File: src/rtl/fetch_stage_if.sv
// Fetch-stage bundle: hazard/redirect requests, imem word in; PC and IF/ID register out.
// No latency of its own; carries signals only.
// No backpressure here; stall is an input of the bundle.
//
// Signals:
//    stall, branch_taken, branch_target  : requests from the hazard unit / execute stage
//    instruction                         : combinational word from instruction memory for PC_out
//    PC_out                              : instruction memory byte address
//    if_id_pc, if_id_instr, if_id_valid  : IF/ID pipeline register contents
//    fetch_fault                         : sticky misaligned-redirect fault
//    fetch_count                         : saturating count of valid captures
// Modports: master drives the requests and memory word, slave is the fetch stage.
interface fetch_stage_if #(
   parameter int CNT_W = 32
);
   logic             stall;
   logic             branch_taken;
   logic [31:0]      branch_target;
   logic [31:0]      instruction;
   logic [31:0]      PC_out;
   logic [31:0]      if_id_pc;
   logic [31:0]      if_id_instr;
   logic             if_id_valid;
   logic             fetch_fault;
   logic [CNT_W-1:0] fetch_count;

   modport master (
      output stall, branch_taken, branch_target, instruction,
      input  PC_out, if_id_pc, if_id_instr, if_id_valid, fetch_fault, fetch_count
   );

   modport slave (
      input  stall, branch_taken, branch_target, instruction,
      output PC_out, if_id_pc, if_id_instr, if_id_valid, fetch_fault, fetch_count
   );
endinterface

File: src/rtl/fetch_stage.sv
// Instruction fetch: owns the PC, captures the imem word into IF/ID, handles redirect and fault halt.
// Latency: word at PC_out appears on if_id_instr one edge later; all outputs registered.
// Backpressure: stall holds PC and IF/ID; a redirect overrides stall; HALT ignores both until reset.
//
// Ports:
//    clk   : rising-edge clock
//    reset : asynchronous, active-high reset
//    bus   : fetch_stage_if.slave (requests and imem word in, PC / IF/ID / fault / count out)
module fetch_stage #(
   parameter logic [31:0] RESET_PC  = 32'h0000_0000,
   parameter logic [31:0] NOP_INSTR = 32'h0000_0013,
   parameter int          CNT_W     = 32
) (
   input  logic          clk,
   input  logic          reset,
   fetch_stage_if.slave  bus
);

   typedef enum logic {
      ST_RUN  = 1'b0,
      ST_HALT = 1'b1
   } state_t;

   // Low address bits are forced to zero so PC_out is always word aligned,
   // even for a misaligned RESET_PC parameter.
   localparam logic [31:0] RESET_PC_AL = {RESET_PC[31:2], 2'b00};
   localparam logic [CNT_W-1:0] CNT_MAX = {CNT_W{1'b1}};

   state_t           r_state;
   logic [31:0]      r_pc;
   logic [31:0]      r_if_pc;
   logic [31:0]      r_if_instr;
   logic             r_if_valid;
   logic             r_fault;
   logic [CNT_W-1:0] r_cnt;

   logic             w_misaligned;

   assign w_misaligned = (bus.branch_target[1:0] != 2'b00);

   always_ff @(posedge clk or posedge reset) begin
      if (reset) begin
         r_state    <= ST_RUN;
         r_pc       <= RESET_PC_AL;
         r_if_pc    <= 32'h0;
         r_if_instr <= NOP_INSTR;
         r_if_valid <= 1'b0;
         r_fault    <= 1'b0;
         r_cnt      <= '0;
      end else begin
         case (r_state)
            ST_RUN: begin
               if (bus.branch_taken) begin
                  // Any redirect flushes IF/ID; only an aligned one moves the PC.
                  r_if_valid <= 1'b0;
                  r_if_instr <= NOP_INSTR;
                  r_if_pc    <= 32'h0;
                  if (w_misaligned) begin
                     r_fault <= 1'b1;
                     r_state <= ST_HALT;
                  end else begin
                     r_pc <= {bus.branch_target[31:2], 2'b00};
                  end
               end else if (!bus.stall) begin
                  r_if_instr <= bus.instruction;
                  r_if_pc    <= r_pc;
                  r_if_valid <= 1'b1;
                  r_pc       <= r_pc + 32'd4;   // wraps naturally at 2^32
                  if (r_cnt != CNT_MAX) begin
                     r_cnt <= r_cnt + CNT_W'(1);
                  end
               end
            end
            ST_HALT: begin
               // Frozen until reset; IF/ID already holds the flushed NOP.
               r_if_valid <= 1'b0;
               r_if_instr <= NOP_INSTR;
               r_fault    <= 1'b1;
            end
            default: begin
               r_state <= ST_HALT;
            end
         endcase
      end
   end

   assign bus.PC_out      = r_pc;
   assign bus.if_id_pc    = r_if_pc;
   assign bus.if_id_instr = r_if_instr;
   assign bus.if_id_valid = r_if_valid;
   assign bus.fetch_fault = r_fault;
   assign bus.fetch_count = r_cnt;

endmodule
File: src/flat_wrapper.sv
// flat-port wrapper written by rule: the top's interface ports become plain ports
module fetch_stage_flat 
#(
   parameter logic [31:0] RESET_PC  = 32'h0000_0000,
   parameter logic [31:0] NOP_INSTR = 32'h0000_0013,
   parameter int          CNT_W     = 32
)
  (clk, reset, bus_stall, bus_branch_taken, bus_branch_target, bus_instruction, bus_PC_out, bus_if_id_pc, bus_if_id_instr, bus_if_id_valid, bus_fetch_fault, bus_fetch_count);
  fetch_stage_if #(.CNT_W(CNT_W)) bus_i ();
  input  logic clk;
  input  logic reset;
  input wire logic [$bits(bus_i.stall)-1:0] bus_stall;
  input wire logic [$bits(bus_i.branch_taken)-1:0] bus_branch_taken;
  input wire logic [$bits(bus_i.branch_target)-1:0] bus_branch_target;
  input wire logic [$bits(bus_i.instruction)-1:0] bus_instruction;
  output wire logic [$bits(bus_i.PC_out)-1:0] bus_PC_out;
  output wire logic [$bits(bus_i.if_id_pc)-1:0] bus_if_id_pc;
  output wire logic [$bits(bus_i.if_id_instr)-1:0] bus_if_id_instr;
  output wire logic [$bits(bus_i.if_id_valid)-1:0] bus_if_id_valid;
  output wire logic [$bits(bus_i.fetch_fault)-1:0] bus_fetch_fault;
  output wire logic [$bits(bus_i.fetch_count)-1:0] bus_fetch_count;
  assign bus_i.stall = bus_stall;
  assign bus_i.branch_taken = bus_branch_taken;
  assign bus_i.branch_target = bus_branch_target;
  assign bus_i.instruction = bus_instruction;
  assign bus_PC_out = bus_i.PC_out;
  assign bus_if_id_pc = bus_i.if_id_pc;
  assign bus_if_id_instr = bus_i.if_id_instr;
  assign bus_if_id_valid = bus_i.if_id_valid;
  assign bus_fetch_fault = bus_i.fetch_fault;
  assign bus_fetch_count = bus_i.fetch_count;
  fetch_stage #(.RESET_PC(RESET_PC), .NOP_INSTR(NOP_INSTR), .CNT_W(CNT_W)) u_core (.clk(clk), .reset(reset), .bus(bus_i));
endmodule
File: config.mk
export PLATFORM = sky130hd
export DESIGN_NAME = fetch_stage_flat
export DESIGN_NICKNAME = d
export VERILOG_FILES = /design/src/rtl/fetch_stage_if.sv /design/src/rtl/fetch_stage.sv /design/src/flat_wrapper.sv
export SDC_FILE = /design/constraint.sdc
export NUM_CORES = 1
export LEC_CHECK = 0
export CORE_MARGIN = 5
export CORE_UTILIZATION = 49
export CTS_CLUSTER_DIAMETER = 50
export DETAILED_ROUTE_END_ITERATION = 12
export PLACE_DENSITY = 0.86
export SLEW_MARGIN = 20
export SYNTH_ARGS = -nofsm -noshare
export SYNTH_HDL_FRONTEND = slang
export SYNTH_SLANG_ARGS = --single-unit
File: constraint.sdc
create_clock -name clk -period 6.9 [get_ports clk]
set_input_delay 1.38 -clock clk [delete_from_list [all_inputs] [get_ports clk]]
set_output_delay 1.38 -clock clk [all_outputs]
set_load 0.1 [all_outputs]
# Yosys cells after proc, flatten, opt, wreduce, memory -nomap -nowiden
# Cells that the tools add are included.
[classes] bitwise_logic=3 add_sub_neg=2 reduce_logical=5 mux=17 eq_ne=6
[ops] op="$mux 32" count=7
[ops] op="$pmux 32 s2" count=1
[ops] op="$add 32x1->32 const B" count=1
[ops] op="$add 32x3->32 const B" count=1
[ops] op="$ne 32x32->1 const B" count=1
[ops] op="$mux 1" count=7
[ops] op="$ne 2x1->1 const B" count=2
[ops] op="$ne 2x2->1 const B" count=2
[ops] op="$pmux 1 s2" count=2
[ops] op="$reduce_and 2->1" count=2
[ops] op="$reduce_and 4->1" count=1
[ops] op="$ne 3x3->1 const B" count=1
[ops] op="$not 1->1" count=3
[ops] op="$reduce_and 3->1" count=1
[ops] op="$reduce_bool 2->1" count=1
[word_totals] regBits=131 word_cells=40

# Depth between registers and ports, before layout
# Gate-level depths: netlist (run 1).
[logic_depth] depth_word=4 mapped_depth=7 ltp_nobuf=6

# Least setup slack after synthesis (run 1)
# Ideal clock, no wire load.
[synth_timing] path_kind="input port to flip-flop" startpoint="input bus_branch_taken" endpoint="register u_core.r_cnt[27] (netlist: u_core.bus.fetch_count[27])" stages=6 t_arrival_ns=3.152 n_path_buf=1 setup_slack_ns=3.589 cell_sequence="or3_1 > buf_6 > or4_4 > a2111oi_4 > nand4_1 > xnor2_1"
[synth_between] elab_chain_cells=2
[synth_rtl] item="start, declared" line="flat_wrapper.sv:13" text="input wire logic [$bits(bus_i.branch_taken)-1:0] bus_branch_taken;"
[synth_rtl] item="$not 1->1 (no source line)"
[synth_rtl] item="$reduce_and 4->1 (no source line)"
[synth_rtl] item="end signal, assigned" line="fetch_stage.sv:70" text="r_cnt <= r_cnt + CNT_W'(1);"
[synth_rtl] item="end, declared" line="fetch_stage.sv:35" text="logic [CNT_W-1:0] r_cnt;"
# Every way passes these cells.
# A chain may end at the register's enable or synchronous reset.

# Worst setup path after layout (run 1)
[layout_timing] startpoint="input bus_branch_taken" endpoint="register u_core.r_pc[12] (netlist: u_core.bus.PC_out[12])"
[layout_between] elab_chain_cells=2 elab_cells_between_ends=4 cone_classes="eq/ne: 2; mux: 1; reduce/logical: 1"
[layout_rtl] item="$ne 2x2->1 (no source line) / $ne 2x1->1 (equally long branches)"
[layout_rtl] item="$reduce_and 3->1 (no source line)"
[layout_rtl] item="end signal, assigned" line="fetch_stage.sv:62" text="r_pc <= {bus.branch_target[31:2], 2'b00};"
[layout_rtl] item="end signal, assigned" line="fetch_stage.sv:68" text="r_pc <= r_pc + 32'd4;"
[layout_rtl] item="end, declared" line="fetch_stage.sv:30" text="logic [31:0] r_pc;"
# Several ways; a longest one is shown, not always the timed one.

==> results of run 1 <==
==> cell families (layout without fill, tap and decap cells) <==
logic type,count (synthesis),count (layout)
DFF,128,128
AOI/OAI and AO/OA,148,148
xor gates and xnor gates,29,29
and+or+nand+nor,165,165
other,1,2
adders and majority gates,2,2
buffers and inverters,41,241
muxes,11,11
==> cells in the mapped netlist (5+ instances only) <==
library cell | n | area share
clkbuf_1 | 23 | 0.015
inv_1 | 7 | 0.0046
a22oi_1 | 5 | 0.0065
buf_1 | 6 | 0.0039
nor2_1 | 25 | 0.016
nand4_1 | 17 | 0.019
or3_1 | 6 | 0.0065
o22a_1 | 5 | 0.0076
xnor2_1 | 21 | 0.032
a22o_1 | 56 | 0.086
o21ai_0 | 12 | 0.010
a31oi_1 | 6 | 0.0065
a21oi_1 | 27 | 0.024
nand3_1 | 27 | 0.024
o22ai_1 | 14 | 0.015
nand2_1 | 39 | 0.026
nor3_1 | 15 | 0.013
nor4_1 | 6 | 0.0065
xor2_1 | 8 | 0.012
and3_1 | 7 | 0.0076
mux2i_1 | 9 | 0.016
dfrtp_1 | 125 | 0.55
==> final timing paths <==
check	end	cells past startpoint
min in group asynchronous	u_core.bus.if_id_instr[21]	2
hold / removal	u_core.bus.fetch_fault	1
setup / recovery	u_core.bus.PC_out[12]	6
max in group asynchronous	u_core.bus.PC_out[12]	3
hold reg to reg	u_core.bus.fetch_fault	1
setup reg to reg	u_core.bus.fetch_count[27]	5
==> metal layers <==
layer,up-vias,global-route usage,wire length (µm)
met2,288,0.383,8040
met3,37,0.0778,1420
met1,2509,0.311,6890
met4,0,0.0939,440
li1,2340,-,-
met5,-,0,0
==> metrics by stage <==
| step | util | area, µm² | instances | hold slack [ps] | worst slack [ps] |
|---|---|---|---|---|---|
| 2_1_floorplan | - | 5740 | 526 | 528 | 2110 |
| 3_3_place_gp | 0.679 | 7780 | 837 | 451 | 2840 |
| 3_5_place_dp | 0.679 | 7780 | 837 | 464 | 2750 |
| 4_1_cts | 0.733 | 8400 | 869 | 477 | 3150 |
| 5_1_grt | 0.733 | 8400 | 869 | 491 | 2920 |
| 6_report | 0.733 | 8400 | 869 | 470 | 3140 |
==> worst register-to-register path: cells and delay by family, from the launching register on <==
kind             cells  cell delay [ps]
XOR/XNOR             1              170
flip-flops           1              420
AND/OR/NAND/NOR      3             1380
AO/OA/AOI/OAI        1              460
==> state kept, by name (all words and copies together), names as in the netlist <==
signal and count:
u_core.bus.if_id_instr 32, u_core.bus.PC_out 30, u_core.bus.fetch_fault 1, u_core.bus.if_id_pc 31
u_core.bus.if_id_valid 1, u_core.r_state 1, u_core.bus.fetch_count 32
==> area by class of cell <==
class                           instances  area, µm²
Timing Repair Buffer                  202       2000
Clock inverter                          9        130
Clock buffer                           23        488
Multi-Input combinational cell        357       2360
Fill cell                             801       3070
Inverter                                7       28.8
Tap cell                              143        179
Sequential cell                       128       3210
==> power groups by stage <==
stage / logic (µW) / clock network, µW / registers, µW
floorplan: 46.4 / 0 / 961
global placement: 303 / 0 / 803
detailed placement: 306 / 0 / 805
CTS: 307 / 936 / 792
global route: 318 / 975 / 794
finish: 305 / 925 / 793
==> results.md, run 1 <==
- Count of different cell masters after synthesis: 52
- Pre-Repair DR Iteration Count: 6
- Syn_area_per_cell: around 11 µm²
- Area growth syn-to-layout: 46.5%
- Synth Area in Adders: 0.00436
- Design Power: around 2000 µW
- First DRT Iteration DRCs: around 600
- Critical path fanouts, max: 33
- Worst EP required: ~7200 ps
- Ys flop type: dfrtp_1
- Final HPWL DP: between 10 and 15 mm
- Critical Path AT: between 4000 and 5000 ps
- Internal power: roughly 1500 µW
- Total grt overflow: 0
- Compound-gate portion of the synthesized area: 0.194
- Clk Latency, worst-skew pair: 410 ps
- Post-synthesis simple-gate area fraction: 0.147
- Fmax: roughly 270 MHz
- Final period util: 0.544
- Largest family of logic cells by synthesized area: compound AO/OA/AOI/OAI gates
- Reg2reg start: u_core.r_state
- WS Path Type: in2reg
- XOR/XNOR Fraction of Synth Area: 0.0443
- Asr flop ratio synth: 1.00
- Worst path slowest cell: nor2_1
- Post-synth EDFFs: 0
- Total global-route track usage: 0.242
- Final setup TNS: 0 ps
- Sw Pwr: roughly 560 µW
- Leakage: 0.00350 µW
- Commonest cells after routing, fill and taps aside: clkdlybuf4s50_1, dfrtp_1, a22o_1
- Vias/cell: 5.95
- Die width: roughly 120 µm
- CP cell instances: clkdlybuf4s50_1, buf_4, nand2b_1, nand3b_1, nor2_1, a221o_1
- Full die area: about 14000 µm²
- Routed Antenna Nets: 0
- Pin count of the biggest net entering global routing: 79
- Post-Syn Area: 5730 µm²
- Detailed-route DRC error count: 0
- Placer congestion estimate: slightly below 0.9
- Maxcap violations: 0
- Global-route wire length before repair: 27.6 mm
- Synth Register Bits: 128
- Reg power frac: 0.392
- Max IR drop VDD: around 0.00015 V
- Logic pwr share: 0.151
- Worst slew pin tran: approximately 1100 ps
- CP startpoint: bus_branch_taken
- Startpoint types: input port
- Die H: 118 µm
- RSZ-0062 raised after global routing: no
- Vias in the first global route: roughly 5400
- Sw frac: 0.275
- Post-CTS Repair Setup Buffers: 0
- CTS Buf Count: 17
- Avg WL per Cell: 19.3 µm
- Share of cells above drive strength 1: 0.0758
- Final Slew Violations: 0
- CP Buf/Inv Count: 2
- Clk root buf: clkbuf_16
- H-tree depth: 4
- # diodes: 0
- Seq/Total Area, Yosys: 0.559
- Endpoints failing hold: 0
- Crit. End Element: flip-flop
- Top delay family on crit path: simple AND/OR/NAND/NOR gates
- Initial antenna violation count: 0
- CTS Sinks: around 130
- Clock slew at reported path FFs: around 50 ps
- Ports: between 150 and 200
- Hold_sp: u_core.bus.fetch_fault
- Status: finished clean
- Final setup viols: 0
- Mux cell area share after synthesis: 0.0196
- Final Skew: between 10 and 15 ps
- Row count: 39
- Port bufs: 195
- Tmin final: ~3800 ps
- Hold-fix buffers at CTS: 0
- CTS tree: yes
- Nets: 783
- Commonest non-fill, non-tap cell in the layout: clkdlybuf4s50_1
- Tightest Hold Check Type: reg2reg
- Post-Synthesis Cells: 525
- Synth Warn #: 0
- Slowest stage delay, CP: between 700 and 800 ps
- Starting Density: 0.500
- Slew headroom: 0.284
- Cts repair resizes: 0
- Power per standard cell area: roughly 240 nW/µm²
- DRT Wirelength: 16.8 mm
- Clk pwr share: 0.457
- Vias post-DR: ~5200
- Reg2Reg Setup Slack: about 4400 ps
- Clk buf depth: 2
- Core area: between 10000 and 15000 µm²
Note: power is estimated with default switching activity, not from simulation.
==> run 2, diff against run 1 <==
- CORE_UTILIZATION: 49 -> 41
- PLACE_DENSITY: 0.86 -> 0.76
- clock period: 6.9 -> 3.2 ns (I/O delays scaled with it)
==> run 2 against run 1 <==
- core utilization shrank 14 points
- total power up 110%
- combinational power increased by 110%
- clock-buffer cell count decreased by 6
- sequential power rose by 120%
- setup slack worse by 2500 ps
- first-iteration DRC count grew 0.84%
- final cell count grew 5.4%
- final area shrank 2.2%
- worst hold slack better by 3.0 ps
==> results.md, run 2 (synthesis results as in run 1) <==
- Tmin final: 2540 ps
- Starting Density: 0.416 (-0.0837)
- CTS Sinks: 128 (unchanged)
- Final period util: 0.793
- # diodes: 0 (unchanged)
- Final setup viols: 0 (unchanged)
- Clk buf depth: 2 (unchanged)
- Final setup TNS: 0 ps (unchanged)
- Power per standard cell area: 521 nW/µm² (+120%)
- Maxcap violations: 0 (unchanged)
- WS Path Type: in2reg
- Routed Antenna Nets: 0 (unchanged)
- Commonest cells after routing, fill and taps aside: buf_4, dfrtp_1, clkdlybuf4s50_1
- Reg2reg start: u_core.r_state
- Max IR drop VDD: 0.000338 V (+120%)
- Die width: 128 µm (+8.5%)
- Cts repair resizes: 0 (unchanged)
- Area growth syn-to-layout: 43.3%
- First DRT Iteration DRCs: 602 (+0.84%)
- Leakage: 0.00378 µW (+7.9%)
- Status: finished clean
- Logic pwr share: 0.151 (about the same)
- Vias/cell: 5.66 (-4.9%)
- Global-route wire length before repair: 27.4 mm (-0.80%)
- Port bufs: 195 (unchanged)
- Area of the multi-input gates: 2360 µm² (-0.11%)
- Total grt overflow: 0 (unchanged)
- Full die area: 16500 µm² (+18%)
- WHS: 473 ps (+2.99 ps)
- Crit. End Element: flip-flop
- Nets: 793 (+1.3%)
- Pin count of the biggest net entering global routing: 60 (-24%)
- Row count: 43 (+10%)
- Reg power frac: 0.400 (+0.008)
- Final HPWL DP: 12.5 mm (+6.8%)
- Pre-Repair DR Iteration Count: 5 (-1)
- Commonest non-fill, non-tap cell in the layout: buf_4
- Hold-fix buffers at CTS: 0 (unchanged)
- Core area: 13800 µm² (+20%)
- Worst slew pin tran: 979 ps (-86.4 ps)
- Clock slew at reported path FFs: 60 ps (about the same)
- Vias in the first global route: 5314 (-0.82%)
- CP startpoint: bus_branch_taken
- DRT Wirelength: 17.3 mm (+3.2%)
- Reg2Reg Setup Slack: 820 ps (-3530 ps)
- Worst setup path end: u_core.bus.fetch_count[25]
- Die H: 128 µm (+8.5%)
- Critical Path AT: 2830 ps (-1260 ps)
- CTS Buf Count: 17 (unchanged)
- Sw Pwr: 1220 µW (+120%)
- Final Slew Violations: 0 (unchanged)
- Clk pwr share: 0.449 (-0.008)
- Endpoints failing hold: 0 (unchanged)
- Ports: 198 (unchanged)
- Final Skew: 5.53 ps (-5.09 ps)
- Initial antenna violation count: 0 (unchanged)
- Total global-route track usage: 0.212 (-0.0296)
- CTS tree: yes
- Worst r2r path cells: 5 (unchanged)
- Storage element area: 3210 µm² (unchanged)
- Slew headroom: 0.348 (+0.0641)
- Clk root buf: clkbuf_16
- RSZ-0062 raised after global routing: no
- Clk Latency, worst-skew pair: 410 ps (about the same)
- Critical path fanouts, max: 6 (-82%)
- Internal power: 3060 µW (+110%)
- Tightest Hold Check Type: reg2reg
- Vias post-DR: 5188 (+0.27%)
- Placer congestion estimate: 0.856 (-2.9%)
- Worst EP required: 3500 ps (-3730 ps)
- Startpoint types: input port
- Fmax: 394 MHz
- Avg WL per Cell: 18.9 µm (-2.1%)
- Detailed-route DRC error count: 0 (unchanged)
- Number of fill cells: 1158 (+45%)
- Sw frac: 0.284 (+0.00890)
- R2r endpoint: u_core.bus.fetch_count[25]
- Share of cells above drive strength 1: 0.264 (+0.188)
- Post-CTS Repair Setup Buffers: 0 (unchanged)
- H-tree depth: 4 (unchanged)
## run 2: changes by cell type in the layout (fill, tap and decap cells not counted), moves of 2 or more
| cell | delta |
|---|---|
| clkdlybuf4s50_1 | -128 |
| buf_12 | +3 |
| clkbuf_1 | -2 |
| clkbuf_8 | -4 |
| clkinv_4 | +4 |
| clkinv_2 | +4 |
| buf_4 | +135 |
## run 2: power by group through the flow
| stage | clock (µW) | sequential [µW] | combinational [µW] |
|---|---|---|---|
| 3_3_place_gp | 0 | 1740 | 643 |
| 4_1_cts | 1960 | 1710 | 651 |
| 3_5_place_dp | 0 | 1740 | 650 |
| 6_report | 1920 | 1710 | 646 |
| 5_1_grt | 2040 | 1720 | 675 |
| 2_1_floorplan | 0 | 2070 | 100 |
## run 2: how the worst min path moves through the flow
stage / from / end / depth (start not counted)
after global routing: u_core.bus.fetch_fault / u_core.bus.fetch_fault / 1
after global placement: u_core.bus.fetch_fault / u_core.bus.fetch_fault / 1
after floorplan: u_core.r_state / u_core.r_state / 1
after CTS: u_core.bus.fetch_fault / u_core.bus.fetch_fault / 1
final: u_core.bus.fetch_fault / u_core.bus.fetch_fault / 1
after detailed placement: u_core.bus.fetch_fault / u_core.bus.fetch_fault / 1
## run 2: worst max-delay path, cell delays in order
cell             delay [ps]
clkdlybuf4s50_1         410
or3_1                   380
or4_4                   590
a2111oi_4               470
nand3_1                 180
xnor2_1                 160
## run 2: routing by layer
layer  track usage  part of all wire
met1         0.274              0.41
met2         0.330              0.48
met3        0.0721             0.084
met4        0.0836             0.026
met5             0                 0
## run 2: final cells by class
cell class | count | share of cell area
Clock buffer | 17 | 0.0518
Clock inverter | 15 | 0.0207
Inverter | 7 | 0.00365
Multi-Input combinational cell | 357 | 0.287
Sequential cell | 128 | 0.390
Tap cell | 180 | 0.0274
Timing Repair Buffer | 212 | 0.219
## run 2: metrics by stage
step	cells	util	setup slack [ps]	power (µW)	instance area, µm²
2_1_floorplan	526	-	323	2170	5740
3_3_place_gp	884	0.553	243	2380	7620
3_5_place_dp	884	0.553	245	2390	7620
4_1_cts	916	0.597	681	4320	8220
5_1_grt	916	0.597	555	4430	8220
6_report	916	0.597	664	4280	8220
==> run 3, diff against run 2 <==
- CORE_UTILIZATION: 41 -> 46
- PLACE_DENSITY: 0.76 -> 0.81
- clock period: 3.2 -> 2.6 ns (I/O delays scaled with it)
==> run 3 against run 2 <==
- register-to-register slack lost 510 ps
- non-clock buffer count up 7
- first-iteration DRC count fell by 16%
- sequential share of layout area increased by 0.35 points
- global-route usage rose by 2.0 points
- clock-buffer cell count increased by 9
- flip-flop and latch count unchanged
- combinational power is 23% higher
- setup slack lost 460 ps
- clock power rose by 9%
==> results.md, run 3 (synthesis results as in run 1) <==
- Worst slew pin tran: 984 ps (+5.62 ps)
- Final setup TNS: 0 ps (unchanged)
- Commonest cells after routing, fill and taps aside: buf_4, dfrtp_1, clkdlybuf4s50_1
- Final Non-Filler Cells: 911 (-0.55%)
- # diodes: 0 (unchanged)
- Ports: 198 (unchanged)
- Endpoints failing hold: 0 (unchanged)
- Clock slew at reported path FFs: 50 ps (about the same)
- Vias post-DR: 5171 (-0.33%)
- Routed Antenna Nets: 0 (unchanged)
- RSZ-0062 raised after global routing: no
- CP Buf/Inv Count: 1 (unchanged)
- R2r endpoint: u_core.bus.fetch_count[25]
- Total grt overflow: 0 (unchanged)
- Reg2reg start: u_core.r_state
- Vias/cell: 5.68 (+0.22%)
- Initial antenna violation count: 0 (unchanged)
- DRT Wirelength: 16.6 mm (-4.1%)
- Hold-fix buffers at CTS: 0 (unchanged)
- Worst r2r path cells: 5 (unchanged)
- WHS: 489 ps (+15.3 ps)
- Crit. End Element: flip-flop
- Max IR drop VDD: 0.000326 V (-3.6%)
- Worst path slowest cell: or4_4
- Clk Latency, worst-skew pair: 410 ps (about the same)
- Critical Path AT: 2690 ps (-140 ps)
- Share of cells above drive strength 1: 0.297 (+0.0339)
- WS Path Type: in2reg
- Pin count of the biggest net entering global routing: 71 (+18%)
- Placed cells: 879 (-0.57%)
- Avg WL per Cell: 18.2 µm (-3.6%)
- Critical path fanouts, max: 6 (unchanged)
- Final period util: 0.922
- Die H: 122 µm (-5.2%)
- CTS Sinks: 128 (unchanged)
- Cts repair resizes: 0 (unchanged)
- Final Slew Violations: 0 (unchanged)
- Detailed-route DRC error count: 0 (unchanged)
- Area growth syn-to-layout: 43.4%
- Design Power: 4990 µW (+17%)
- Die width: 122 µm (-5.2%)
- Maxcap violations: 0 (unchanged)
- Final HPWL DP: 12.2 mm (-2.7%)
- Clk buf depth: 2 (unchanged)
- Reg2Reg Setup Slack: 310 ps (-510 ps)
- Number of fill cells: 931 (-20%)
- Placer congestion estimate: 0.846 (-1.1%)
- Worst EP required: 2890 ps (-610 ps)
- First DRT Iteration DRCs: 504 (-16%)
- Pre-Repair DR Iteration Count: 5 (unchanged)
- CTS Buf Count: 17 (unchanged)
- Final Skew: 5.92 ps (+0.385 ps)
- Clk root buf: clkbuf_16
- H-tree depth: 4 (unchanged)
- Tightest Hold Check Type: reg2reg
- Final setup viols: 0 (unchanged)
- Nets: 800 (+0.88%)
- Post-CTS Repair Setup Buffers: 0 (unchanged)
- Worst hold stages: 1 (unchanged)
- Core area: 12100 µm² (-12%)
- Layout Utilization: 0.679 (+0.0826)
- Hold path endpoint: u_core.bus.fetch_count[29]
- Top delay family on crit path: simple AND/OR/NAND/NOR gates
- Startpoint types: input port
- Row count: 40 (-7.0%)
- Starting Density: 0.473 (+0.0571)
- Full die area: 14800 µm² (-10%)
- Port bufs: 195 (unchanged)
- Hold_sp: u_core.bus.fetch_count[29]
- Slew headroom: 0.344 (-0.00375)
- Tmin final: about 2400 ps
- Global-route wire length before repair: 27.3 mm (-0.40%)
- Status: finished clean
- Commonest non-fill, non-tap cell in the layout: buf_4
- Slowest stage delay, CP: 570 ps (-20 ps)
- Total global-route track usage: 0.233 (+0.0203)
- CP cell instances: clkdlybuf4s50_1, or3_1, or4_4, a2111oi_4, nand3_1, xnor2_1
- Vias in the first global route: 5315 (+0.019%)
- Fmax: between 400 and 500 MHz
- Power per standard cell area: 607 nW/µm² (+17%)
- Leakage: 0.00375 µW (-0.79%)
- CTS tree: yes
## run 3: changes by cell type in the layout (fill, tap and decap cells not counted), sizes merged
cell	delta
clkbuf	+9
clkinv	-5
buf	+7
clkinvlp	-1
bufinv	-3
## run 3: worst max-delay path by stage
stage / from / endpoint / slack [ps] / depth (start not counted)
final: bus_branch_taken / u_core.bus.fetch_count[25] / 200 / 6
after global routing: bus_branch_taken / u_core.bus.fetch_count[25] / 80 / 6
after CTS: bus_branch_taken / u_core.bus.fetch_count[25] / 180 / 6
after detailed placement: bus_branch_taken / u_core.bus.fetch_count[27] / -240 / 6
after global placement: bus_branch_taken / u_core.bus.fetch_count[31] / -160 / 6
after floorplan: u_core.bus.PC_out[14] / u_core.bus.PC_out[29] / 10 / 6
## run 3: area by class of cell
cell class | instances | area [µm²] | share of cell area
flip-flops and latches | 128 | 3240 | 0.394
inverters | 7 | 30.0 | 0.00365
repair buffers | 219 | 1860 | 0.226
clock inverters | 6 | 32.5 | 0.00395
well taps | 168 | 210 | 0.0256
clock buffers | 26 | 489 | 0.0595
multi-input cells | 357 | 2360 | 0.287
## run 3: report_power, final
group          internal, µW  total [µW]  switching [µW]  leakage [µW]
clock                  1280        2090             806      0.000258
sequential             2060        2110            50.8       0.00166
combinational           219         797             577       0.00182
## run 3: routing by layer
metal | track usage | routed length, µm | share of wire | vias to the layer above
met2 | 0.369 | 8000 | 0.48 | 256
li1 | - | - | - | 2377
met4 | 0.0917 | 321 | 0.019 | 0
met5 | 0 | 0 | 0 | -
met3 | 0.0692 | 1430 | 0.086 | 25
met1 | 0.301 | 6870 | 0.41 | 2513
## run 3: per-stage QoR
step           setup slack (ps)  instance area [µm²]
2_1_floorplan              10.9                 5770
3_3_place_gp               -164                 7700
3_5_place_dp               -240                 7700
4_1_cts                     181                 8230
5_1_grt                    80.4                 8230
6_report                    202                 8230
